**src/rtl/fetch_stage_pkg.sv**
```systemverilog
// Shared fetch-stage constants and FSM state encoding.
// Imported by fetch_stage and fetch_hold_buf.
package fetch_stage_pkg;

  localparam int unsigned XLEN      = 32;
  localparam logic [31:0] NOP_INSTR = 32'h0000_0013;
  localparam logic [31:0] RESET_PC  = 32'h0000_0000;

  typedef enum logic [1:0] {
    FETCH_REQ  = 2'd0,
    FETCH_WAIT = 2'd1,
    FETCH_FULL = 2'd2
  } fetch_state_t;

endpackage

```
**src/rtl/fetch_hold_buf.sv**
```systemverilog
// Single-entry instr+pc skid register used while decode is stalled.
// Clear has priority over write, write over read.
module fetch_hold_buf #(
  parameter int unsigned XLEN = 32
) (
  input  logic            clk,
  input  logic            reset,
  input  logic            wr,
  input  logic            rd,
  input  logic            clr,
  input  logic [XLEN-1:0] wr_instr,
  input  logic [XLEN-1:0] wr_pc,
  output logic [XLEN-1:0] instr,
  output logic [XLEN-1:0] pc,
  output logic            hold_valid
);
  import fetch_stage_pkg::*;

  // Capture a stalled response, drop it on consume or redirect
  always_ff @(posedge clk) begin
    if (!reset) begin
      hold_valid <= 1'b0;
      instr      <= XLEN'(NOP_INSTR);
      pc         <= '0;
    end else if (clr) begin
      hold_valid <= 1'b0;
    end else if (wr) begin
      hold_valid <= 1'b1;
      instr      <= wr_instr;
      pc         <= wr_pc;
    end else if (rd) begin
      hold_valid <= 1'b0;
    end
  end

endmodule

```
**src/rtl/fetch_stage.sv**
```systemverilog
// IF stage: PC generation, single-outstanding imem handshake, IF/ID reg.
// FETCH_PERF_CNT_EN adds fetch_count/stall_count outputs.
module fetch_stage #(
  parameter int unsigned     XLEN     = fetch_stage_pkg::XLEN,
  parameter logic [XLEN-1:0] RESET_PC = fetch_stage_pkg::RESET_PC
) (
  input  logic            clk,
  input  logic            reset,
  input  logic            stall,
  input  logic            flush,
  input  logic [XLEN-1:0] flush_pc,
  output logic            imem_req,
  output logic [XLEN-1:0] imem_addr,
  input  logic            imem_gnt,
  input  logic            imem_rvalid,
  input  logic [XLEN-1:0] imem_rdata,
  output logic [XLEN-1:0] instr_ID,
  output logic [XLEN-1:0] pc_ID,
  output logic            valid_ID
`ifdef FETCH_PERF_CNT_EN
  ,
  output logic [XLEN-1:0] fetch_count,
  output logic [XLEN-1:0] stall_count
`endif
);
  import fetch_stage_pkg::*;

  localparam logic [XLEN-1:0] NOP = XLEN'(NOP_INSTR);

  fetch_state_t    state;
  logic [XLEN-1:0] pc;
  logic [XLEN-1:0] pc_inflight;
  logic            kill;
  logic            redirect;
  logic [XLEN-1:0] fpc;
  logic [XLEN-1:0] nxt_pc;
  logic            rsp_ok;
  logic            hold_valid;
  logic            hold_wr;
  logic            hold_rd;
  logic [XLEN-1:0] hold_instr;
  logic [XLEN-1:0] hold_pc;

  assign fpc     = flush_pc & ~XLEN'(3);
  assign nxt_pc  = flush ? fpc : pc;
  assign rsp_ok  = (state == FETCH_WAIT) && imem_rvalid
                   && !kill && !flush;
  assign hold_wr = stall && rsp_ok;
  assign hold_rd = !flush && !stall && hold_valid;

  fetch_hold_buf #(
    .XLEN(XLEN)
  ) u_hold (
    .clk       (clk),
    .reset     (reset),
    .wr        (hold_wr),
    .rd        (hold_rd),
    .clr       (flush),
    .wr_instr  (imem_rdata),
    .wr_pc     (pc_inflight),
    .instr     (hold_instr),
    .pc        (hold_pc),
    .hold_valid(hold_valid)
  );

  // Request FSM: one outstanding fetch, redirect and kill tracking
  always_ff @(posedge clk) begin
    if (!reset) begin
      state       <= FETCH_REQ;
      imem_req    <= 1'b0;
      imem_addr   <= RESET_PC;
      pc          <= RESET_PC;
      pc_inflight <= RESET_PC;
      redirect    <= 1'b0;
      kill        <= (state == FETCH_WAIT)
                     || (imem_req && imem_gnt);
    end else begin
      unique case (state)
        FETCH_REQ: begin
          if (!imem_req) begin
            imem_req  <= 1'b1;
            imem_addr <= nxt_pc;
            pc        <= nxt_pc;
            if (imem_rvalid) kill <= 1'b0;
          end else if (imem_gnt) begin
            state       <= FETCH_WAIT;
            imem_req    <= 1'b0;
            pc_inflight <= imem_addr;
            redirect    <= 1'b0;
            kill        <= flush || redirect
                           || (kill && !imem_rvalid);
            pc          <= (flush || redirect) ? nxt_pc
                           : pc + XLEN'(4);
          end else begin
            pc       <= nxt_pc;
            redirect <= redirect || flush;
            if (imem_rvalid) kill <= 1'b0;
          end
        end
        FETCH_WAIT: begin
          if (imem_rvalid) begin
            kill <= 1'b0;
            pc   <= nxt_pc;
            if (rsp_ok && stall) begin
              state <= FETCH_FULL;
            end else begin
              state     <= FETCH_REQ;
              imem_req  <= 1'b1;
              imem_addr <= nxt_pc;
            end
          end else if (flush) begin
            kill <= 1'b1;
            pc   <= nxt_pc;
          end
        end
        FETCH_FULL: begin
          pc <= nxt_pc;
          if (flush || !stall) begin
            state     <= FETCH_REQ;
            imem_req  <= 1'b1;
            imem_addr <= nxt_pc;
          end
        end
        default: begin
          state    <= FETCH_REQ;
          imem_req <= 1'b0;
        end
      endcase
    end
  end

  // IF/ID register: flush > stall > hold entry > response > bubble
  always_ff @(posedge clk) begin
    if (!reset) begin
      instr_ID <= NOP;
      pc_ID    <= '0;
      valid_ID <= 1'b0;
    end else if (flush) begin
      instr_ID <= NOP;
      valid_ID <= 1'b0;
    end else if (!stall) begin
      if (hold_valid) begin
        instr_ID <= hold_instr;
        pc_ID    <= hold_pc;
        valid_ID <= 1'b1;
      end else if (rsp_ok) begin
        instr_ID <= imem_rdata;
        pc_ID    <= pc_inflight;
        valid_ID <= 1'b1;
      end else begin
        instr_ID <= NOP;
        valid_ID <= 1'b0;
      end
    end
  end

`ifdef FETCH_PERF_CNT_EN
  logic load_v;
  assign load_v = !flush && !stall && (hold_valid || rsp_ok);

  // Free-running counters of valid IF/ID loads and stall cycles
  always_ff @(posedge clk) begin
    if (!reset) begin
      fetch_count <= '0;
      stall_count <= '0;
    end else begin
      if (load_v) fetch_count <= fetch_count + XLEN'(1);
      if (stall)  stall_count <= stall_count + XLEN'(1);
    end
  end
`endif

endmodule
```
**config.mk**
```make
export PLATFORM = sky130hd
export DESIGN_NAME = fetch_stage
export DESIGN_NICKNAME = d
export VERILOG_FILES = /design/src/rtl/fetch_stage_pkg.sv /design/src/rtl/fetch_hold_buf.sv /design/src/rtl/fetch_stage.sv
export SDC_FILE = /design/constraint.sdc
export NUM_CORES = 1
export LEC_CHECK = 0
export CAP_MARGIN = 20
export CORE_ASPECT_RATIO = 0.5
export CORE_MARGIN = 3
export CORE_UTILIZATION = 28
export CTS_CLUSTER_DIAMETER = 80
export DETAILED_ROUTE_END_ITERATION = 16
export HOLD_SLACK_MARGIN = 0.05
export SLEW_MARGIN = 10
export SYNTH_ARGS = -nofsm -noshare
export SYNTH_HDL_FRONTEND = slang
export SYNTH_HIERARCHICAL = 1
export SYNTH_SLANG_ARGS = --single-unit
```
**constraint.sdc**
```tcl
create_clock -name clk -period 5 [get_ports clk]
set_clock_uncertainty 0.05 [all_clocks]
set_input_delay 0.5 -clock clk [delete_from_list [all_inputs] [get_ports clk]]
set_output_delay 0.5 -clock clk [all_outputs]
set_load 0.03 [all_outputs]
```
---- After elaboration in Yosys (flattened, before gate mapping) ----
Index checks and enable logic that the tools add are counted.
storage, ports and cells
  register bits ........................... 231
  bits of input ports ..................... 70
  output and inout bits ................... 98
  logic and storage cells ................. 98
cells by class
  $add $sub $neg .......................... 1
  eq/ne operators ......................... 11
  mux-type cells .......................... 40
  bitwise logic cells ..................... 3
  reduce and logical (&&, ||, !) cells .... 30
operator list
  kind                                                  number
  two-way mux 32 bit                                    14
  one-hot mux 32 bit (3 select lines)                   2
  adder 32 x 3 -> 32 bit (second input constant)        1
  two-way mux 1 bit                                     16
  != test 2 bit (second input constant)                 6
  two-way mux 2 bit                                     5
  AND reduction 3 bit                                   3
  logical AND 1 bit                                     8
  AND reduction 2 bit                                   4
  one-hot mux 2 bit (3 select lines)                    1
  AND reduction 5 bit                                   1
  zero test 1 bit                                       4
  logical OR 1 bit                                      4
  != test 4 bit (second input constant)                 1
  AND reduction 4 bit                                   1
  nonzero test 2 bit                                    2
  != test 3 x 1 -> 1 bit (second input constant)        1
  != test 3 bit (second input constant)                 1
  inverter 1 bit                                        3
  one-hot mux 1 bit (3 select lines)                    1
  nonzero test 3 bit                                    1
  equality test 2 x 1 -> 1 bit (second input constant)  1
  equality test 2 bit (second input constant)           1
  zero test 2 bit                                       1
  other kinds (2)                                       2

---- Longest topological paths before layout ----
Gate-level depths: netlist (run 1).
  depth after elaboration ................. 8
  depth in mapped cells ................... 9
  mapped depth without buffers ............ 7

---- By module ----
Netlist (run 1), hierarchy kept.
by module, submodules not included
  module          instances  cells each  area each (um2)  sequential area each (um2)
  fetch_stage     1          898         7667.4           3333.2
  fetch_hold_buf  1          282         2667.6           1301.2

---- Worst setup path after synthesis (run 1) ----
No wires, ideal clock.
  kind .................................... reg-to-reg
  start ................................... reg state[0]
  end ..................................... reg, netlist name pc[6]
  setup time .............................. 0.132 ns
  arrival ................................. 2.235 ns
  required time ........................... 4.818 ns
  slack ................................... 2.584 ns
  stages on the path, launching flop included .. 10
  buffers on the path ..................... 2
  clock period less this slack ............ 2.416 ns
  cells stage by stage .................... dfxtp_1 inv_1 ha_1 or4bb_2 clkbuf_1 nor2_1 buf_2 a21oi_1 o21ai_0 a21oi_1
RTL lines
  what                    RTL line            source
  from (decl)             fetch_stage.sv:30   fetch_state_t state;
  from (signal assigned)  fetch_stage.sv:69   state <= FETCH_REQ;
  from (signal assigned)  fetch_stage.sv:86   state <= FETCH_WAIT;
  from (signal assigned)  fetch_stage.sv:105  state <= FETCH_FULL;

==> results.json, run 1 <==
{
  "root_buffer": "clkbuf_16",
  "cts.sinks": 231,
  "rsz0062_at_grt": "false",
  "drtIter0Drc": 667,
  "syn_area_um2": 10300,
  "ioPinCount": 168,
  "clkTransAtPathRegs_ps": 60,
  "combPwrFrac": 0.150,
  "worst_pin_slew_ps": 850,
  "start_util": 0.286,
  "hpwl_mm": 19.9,
  "yosysTopAreaCell": "dfxtp_1",
  "synth-warning-count": 6,
  "fp.dieW_um": 278,
  "cp_max_fo": 9,
  "whs_ps": 375,
  "pwr-share-clk": 0.407,
  "synth.most_common_cell": "dfxtp_1",
  "die_y_um": 142,
  "routed_wl_mm": 29.7,
  "place_congestion": 0.859,
  "finalMaxSlewViolations": 0,
  "avgSynthCellArea_um2": 8.76,
  "p_seq_frac": 0.443,
  "final.setup.tns_ps": 0,
  "multiInputGateArea_um2": 5160,
  "ant_nets": 0,
  "coreArea_um2": 36200,
  "grt_use_total": 0.145,
  "netSwitchingFraction": 0.269,
  "r2r_cells": 8,
  "stdcell_count": 1796,
  "cp.required_ps": 5340,
  "syn_nets": 1255,
  "ctsHtreeMaxLevel": 1,
  "relSlewSlack": 0.428,
  "ir_worst_vdd_uv": 230,
  "cp.arrival_ps": 3180,
  "power.switching_mw": 1.23,
  "final-seq-area_um2": 4640,
  "path_class": "reg -> reg",
  "routedWlPerCell_um": 16.5,
  "drc_errors": 0,
  "layout-drive-gt1-share": 0.0618,
  "area_delta_synth_final_pct": 26.6,
  "row_count": 49,
  "grt_pass1_vias": 8076,
  "power_density_nw_per_um2": 349,
  "status": "finished clean",
  "p_int_mw": 3.34,
  "via_count": 8731,
  "synth_top_area_frac": 0.446,
  "crit_path_end_kind": "register",
  "final-setup-viol-count": 0,
  "clk_latency_ps": 520,
  "fill_cells": 3684,
  "cts_resized": 0,
  "ys_types": 62,
  "firstDrtPassIters": 5,
  "start_kind": "register",
  "avgViaCountPerCell": 4.86,
  "ys_top_cells_by_area": "dfxtp_1, mux2i_1, nand2_1, a211oi_1, nor2_1",
  "period_minus_slack_ps": 2850,
  "postCtsSetupBuffers": 0,
  "final_nets": 1369,
  "synthArstFlopShare": 0,
  "hold_class": "reg -> reg",
  "cts_hold_buf": 0,
  "io_buffer_count": 165,
  "ys_seq_area_frac": 0.448,
  "synth-seq-cells": 231,
  "syn_inst": 1180,
  "cts_buffers": 24,
  "synth_edf_count": 1,
  "antenna_found_initial": 3,
  "synthTopCellsByCount": "dfxtp_1, nand2_1, mux2i_1",
  "die_area_um2": 39400,
  "hold_depth": 2,
  "clock_path_buffers": 3,
  "grt_max_degree": 77,
  "grt.overflow.total": 0,
  "grt_pass1_wl_mm": 46.7,
  "ys.flop_type": "dfxtp_1",
  "p_leak_nw": 4.40,
  "dp.cells": 1749,
  "cts_tree": "yes",
  "hold_viol_final": 0,
  "timing.fmax_ghz": 0.351,
  "timing.final.crit_share": 0.569,
  "cap_violations": 0
}
## power by group through the flow
stage | Combinational, mW | Sequential, mW | Clock (mW)
3_3_place_gp | 0.677 | 2.06 | 0
6_report | 0.684 | 2.03 | 1.86
5_1_grt | 0.739 | 2.04 | 1.98
2_1_floorplan | 0.322 | 2.14 | 0
4_1_cts | 0.681 | 2.03 | 1.91
3_5_place_dp | 0.678 | 2.07 | 0
## logic make-up (layout without fill, tap and decap cells)
| kind of cell | after synthesis | after routing | share of synthesized area |
|---|---|---|---|
| compound gates | 232 | 232 | 0.159 |
| buf+inv | 111 | 241 | 0.0531 |
| flops | 231 | 231 | 0.448 |
| mux | 127 | 127 | 0.123 |
| fa+ha+maj | 5 | 5 | 0.00605 |
| simple gates | 474 | 474 | 0.210 |
| other cells | 0 | 2 | 0 |
## metrics by stage
step,setup WS [ps],util,area [um2],power [mW]
2_1_floorplan,2580,-,10300,2.46
3_3_place_gp,1610,0.338,12200,2.74
3_5_place_dp,1650,0.338,12200,2.74
4_1_cts,1920,0.361,13000,4.62
5_1_grt,2010,0.362,13100,4.76
6_report,2150,0.362,13100,4.57
## routing by layer
| metal | routed length, um | global-route usage |
|---|---|---|
| met3 | 1120 | 0.0219 |
| met5 | 13 | 0 |
| met4 | 929 | 0.0463 |
| met1 | 14000 | 0.203 |
| met2 | 13600 | 0.231 |
## registers in the layout, summed over array words and instances (netlist names)
name,flops
pc_inflight,32
redirect,1
u_hold/pc,32
pc_ID,32
state,2
u_hold/hold_valid,1
u_hold/instr,32
imem_addr,32
valid_ID,1
kill,1
pc,32
imem_req,1
instr_ID,32
## layout by cell type, fill, tap and decap left out, drive strengths merged, types with 14 or more instances in the layout
master	Yosys	final
a21oi	58	58
mux2i	125	125
o21ai	15	15
nand3	20	20
clkbuf	76	34
nor2b	37	37
nor2	88	88
dfxtp	230	230
inv	15	14
nor3	40	40
nand2	224	224
clkdlybuf4s50	0	162
a211oi	60	60
buf	20	22
a221oi	30	30
## critical path, stage by stage, from the launching register on
cell,delay (ps)
dfxtp_1,410
inv_1,90
ha_1,360
or4bb_2,750
nor2_1,430
buf_4,280
nand3_1,100
a21oi_1,180
nor3_1,60
## area by class of cell
cell class                      instances  share of cell area
Multi-Input combinational cell        838               0.394
Sequential cell                       231               0.354
Clock buffer                           34              0.0534
Tap cell                              484              0.0463
Timing Repair Buffer                  184               0.138
Clock inverter                          8             0.00908
Antenna cell                            2            0.000382
Inverter                               15             0.00440
## path summary, 6_finish.rpt
kind	start	to	slack [ps]
worst min register to register	pc[0]$_SDFFE_PN0P_	pc[0]$_SDFFE_PN0P_	380
worst max register to register	state[0]$_SDFFE_PN0P_	pc[14]$_SDFFE_PN0P_	2150
worst max-delay path	state[0]$_SDFFE_PN0P_	pc[14]$_SDFFE_PN0P_	2150
worst min-delay path	pc[0]$_SDFFE_PN0P_	pc[0]$_SDFFE_PN0P_	380
Note: power is estimated with default switching activity, not from simulation.
==> run 2: changes to the inputs <==
==> constraint.sdc (replaced) <==
create_clock -name clk -period 2.42 [get_ports clk]
set_clock_uncertainty 0.05 [all_clocks]
set_input_delay 0.242 -clock clk [delete_from_list [all_inputs] [get_ports clk]]
set_output_delay 0.242 -clock clk [all_outputs]
set_load 0.03 [all_outputs]
==> run 2 against run 1 <==
  * Final area is 2.6% higher
  * Critical path depth down 2
  * Global-route usage increased by 0.24 points
  * Largest power group unchanged
==> results.json, run 2 (synthesized netlist as in run 1, its figures left out) <==
{
  "status": "finished clean",
  "start_kind": "register",
  "clock_path_buffers": 3,
  "layout-drive-gt1-share": 0.0905,
  "clkTransAtPathRegs_ps": 60,
  "cts.sinks": 231,
  "grt_use_total": 0.147,
  "avgViaCountPerCell": 4.83,
  "worst_pin_slew_ps": 1090,
  "place_congestion": 0.847,
  "fp.dieW_um": 278,
  "layout_commonest_cell": "dfxtp_1",
  "hpwl_mm": 20.8,
  "finalMaxSlewViolations": 0,
  "clk_latency_ps": 510,
  "r2r_start": "state[0]$_SDFFE_PN0P_",
  "via_count": 8859,
  "critPathSlowestCell": "or4_1",
  "routedWlPerCell_um": 16.4,
  "grt.overflow.total": 0,
  "firstDrtPassIters": 5,
  "min-delay-start": "flush",
  "cp_max_fo": 8,
  "start_util": 0.286,
  "cts_tree": "yes",
  "timing.fmax_ghz": 0.430,
  "root_buffer": "clkbuf_16",
  "hold_class": "in -> reg",
  "crit_chain": "ha_1, or3_4, or3_1, or3_4, or4_1, o21ai_0",
  "die_y_um": 142,
  "die_area_um2": 39400,
  "relSlewSlack": 0.272,
  "cp.arrival_ps": 2720,
  "area_delta_synth_final_pct": 29.9,
  "final_cell_mix": "dfxtp_1, nand2_1, clkdlybuf4s50_1",
  "drtIter0Drc": 691,
  "final_nets": 1404,
  "grt_pass1_wl_mm": 47.2,
  "final.setup.tns_ps": 0,
  "ctsHtreeMaxLevel": 1,
  "period_minus_slack_ps": 2320,
  "rsz0062_at_grt": "false",
  "cap_violations": 0,
  "grt_pass1_vias": 8165,
  "io_buffer_count": 165,
  "grt_max_degree": 158,
  "ant_nets": 0,
  "final-setup-viol-count": 0,
  "antenna_found_initial": 1,
  "postCtsSetupBuffers": 0,
  "row_count": 49,
  "ir_worst_vdd_uv": 329,
  "critPathLaunch": "state[0]$_SDFFE_PN0P_",
  "cpPeakStageDelay_ps": 500,
  "p_leak_nw": 4.58,
  "cp.required_ps": 2810,
  "path_class": "reg -> reg",
  "drc_errors": 0,
  "ioPinCount": 168,
  "crit_top_cell": "or3_4",
  "power_density_nw_per_um2": 690,
  "cts_buffers": 25,
  "routed_wl_mm": 30.1,
  "coreArea_um2": 36200,
  "dp.cells": 1784,
  "cp_num_buf_inv": 0,
  "hold_viol_final": 0,
  "stdcell_count": 1833,
  "path_delay_family": "simple AND/OR/NAND/NOR gates",
  "timing.final.crit_share": 0.960,
  "crit_path_end_kind": "register"
}
==> run 2: cell types whose count changed in the layout (fill, tap and decap cells not counted), moves of 2 or more <==
cell,before,now
buf_4,18,40
inv_6,0,2
clkinvlp_4,0,2
buf_12,2,11
bufinv_16,3,0
clkinv_2,5,11
==> run 2: cell type report <==
class,count,area (um2)
clock buffers,32,682
diodes,1,2.50
clock inverters,14,82.6
repair buffers,218,2180
multi-input cells,838,5180
fillers,3701,22800
flip-flops and latches,231,4640
inverters,15,57.6
well taps,484,606
==> run 2: worst paths after layout <==
kind	to	slack, ps	cells past startpoint
worst max register to register	pc[28]$_SDFFE_PN0P_	100	6
worst max-delay path	pc[28]$_SDFFE_PN0P_	100	6
worst min register to register	pc[1]$_SDFFE_PN0P_	380	2
worst min-delay path	u_hold/hold_valid$_SDFFE_PP0P_	190	4
==> run 2: metrics by stage <==
step,power (mW),setup slack (ps),hold WS [ps],util,instance area [um2]
final,9.26,96.1,189,0.371,13400
after detailed placement,5.76,26.3,368,0.349,12600
after CTS,9.36,13.6,176,0.370,13400
after floorplan,5.09,3.80,334,-,10300
after global placement,5.75,35.5,367,0.349,12600
after global routing,9.70,2.20,198,0.371,13400
==> run 2: where the power goes <==
group	total, mW	switching (mW)	internal (mW)
clock	3.58	1.58	2.00
combinational	1.50	0.862	0.637
sequential	4.18	0.178	4.00
total	9.26	2.62	6.64
==> run 2: metal layers <==
| metal | GRT usage | vias to the layer above | part of all wire |
|---|---|---|---|
| met3 | 0.0199 | 44 | 0.036 |
| met2 | 0.240 | 157 | 0.47 |
| li1 | - | 4502 | - |
| met5 | 0 | - | 0 |
| met1 | 0.205 | 4156 | 0.47 |
| met4 | 0.0413 | 0 | 0.024 |
==> run 2: tightest hold or removal path, delay by kind of cell <==
family                 cells  cell delay (ps)
AOI/OAI and AO/OA          1              100
buffers and inverters      3              360
==> run 2: timing repair <==
item                                   4_1_cts  5_1_grt
endpoints found under the hold margin        1        0
hold buffers                                 1        0
setup endpoints to repair                    0       15
resized for setup                            0        7
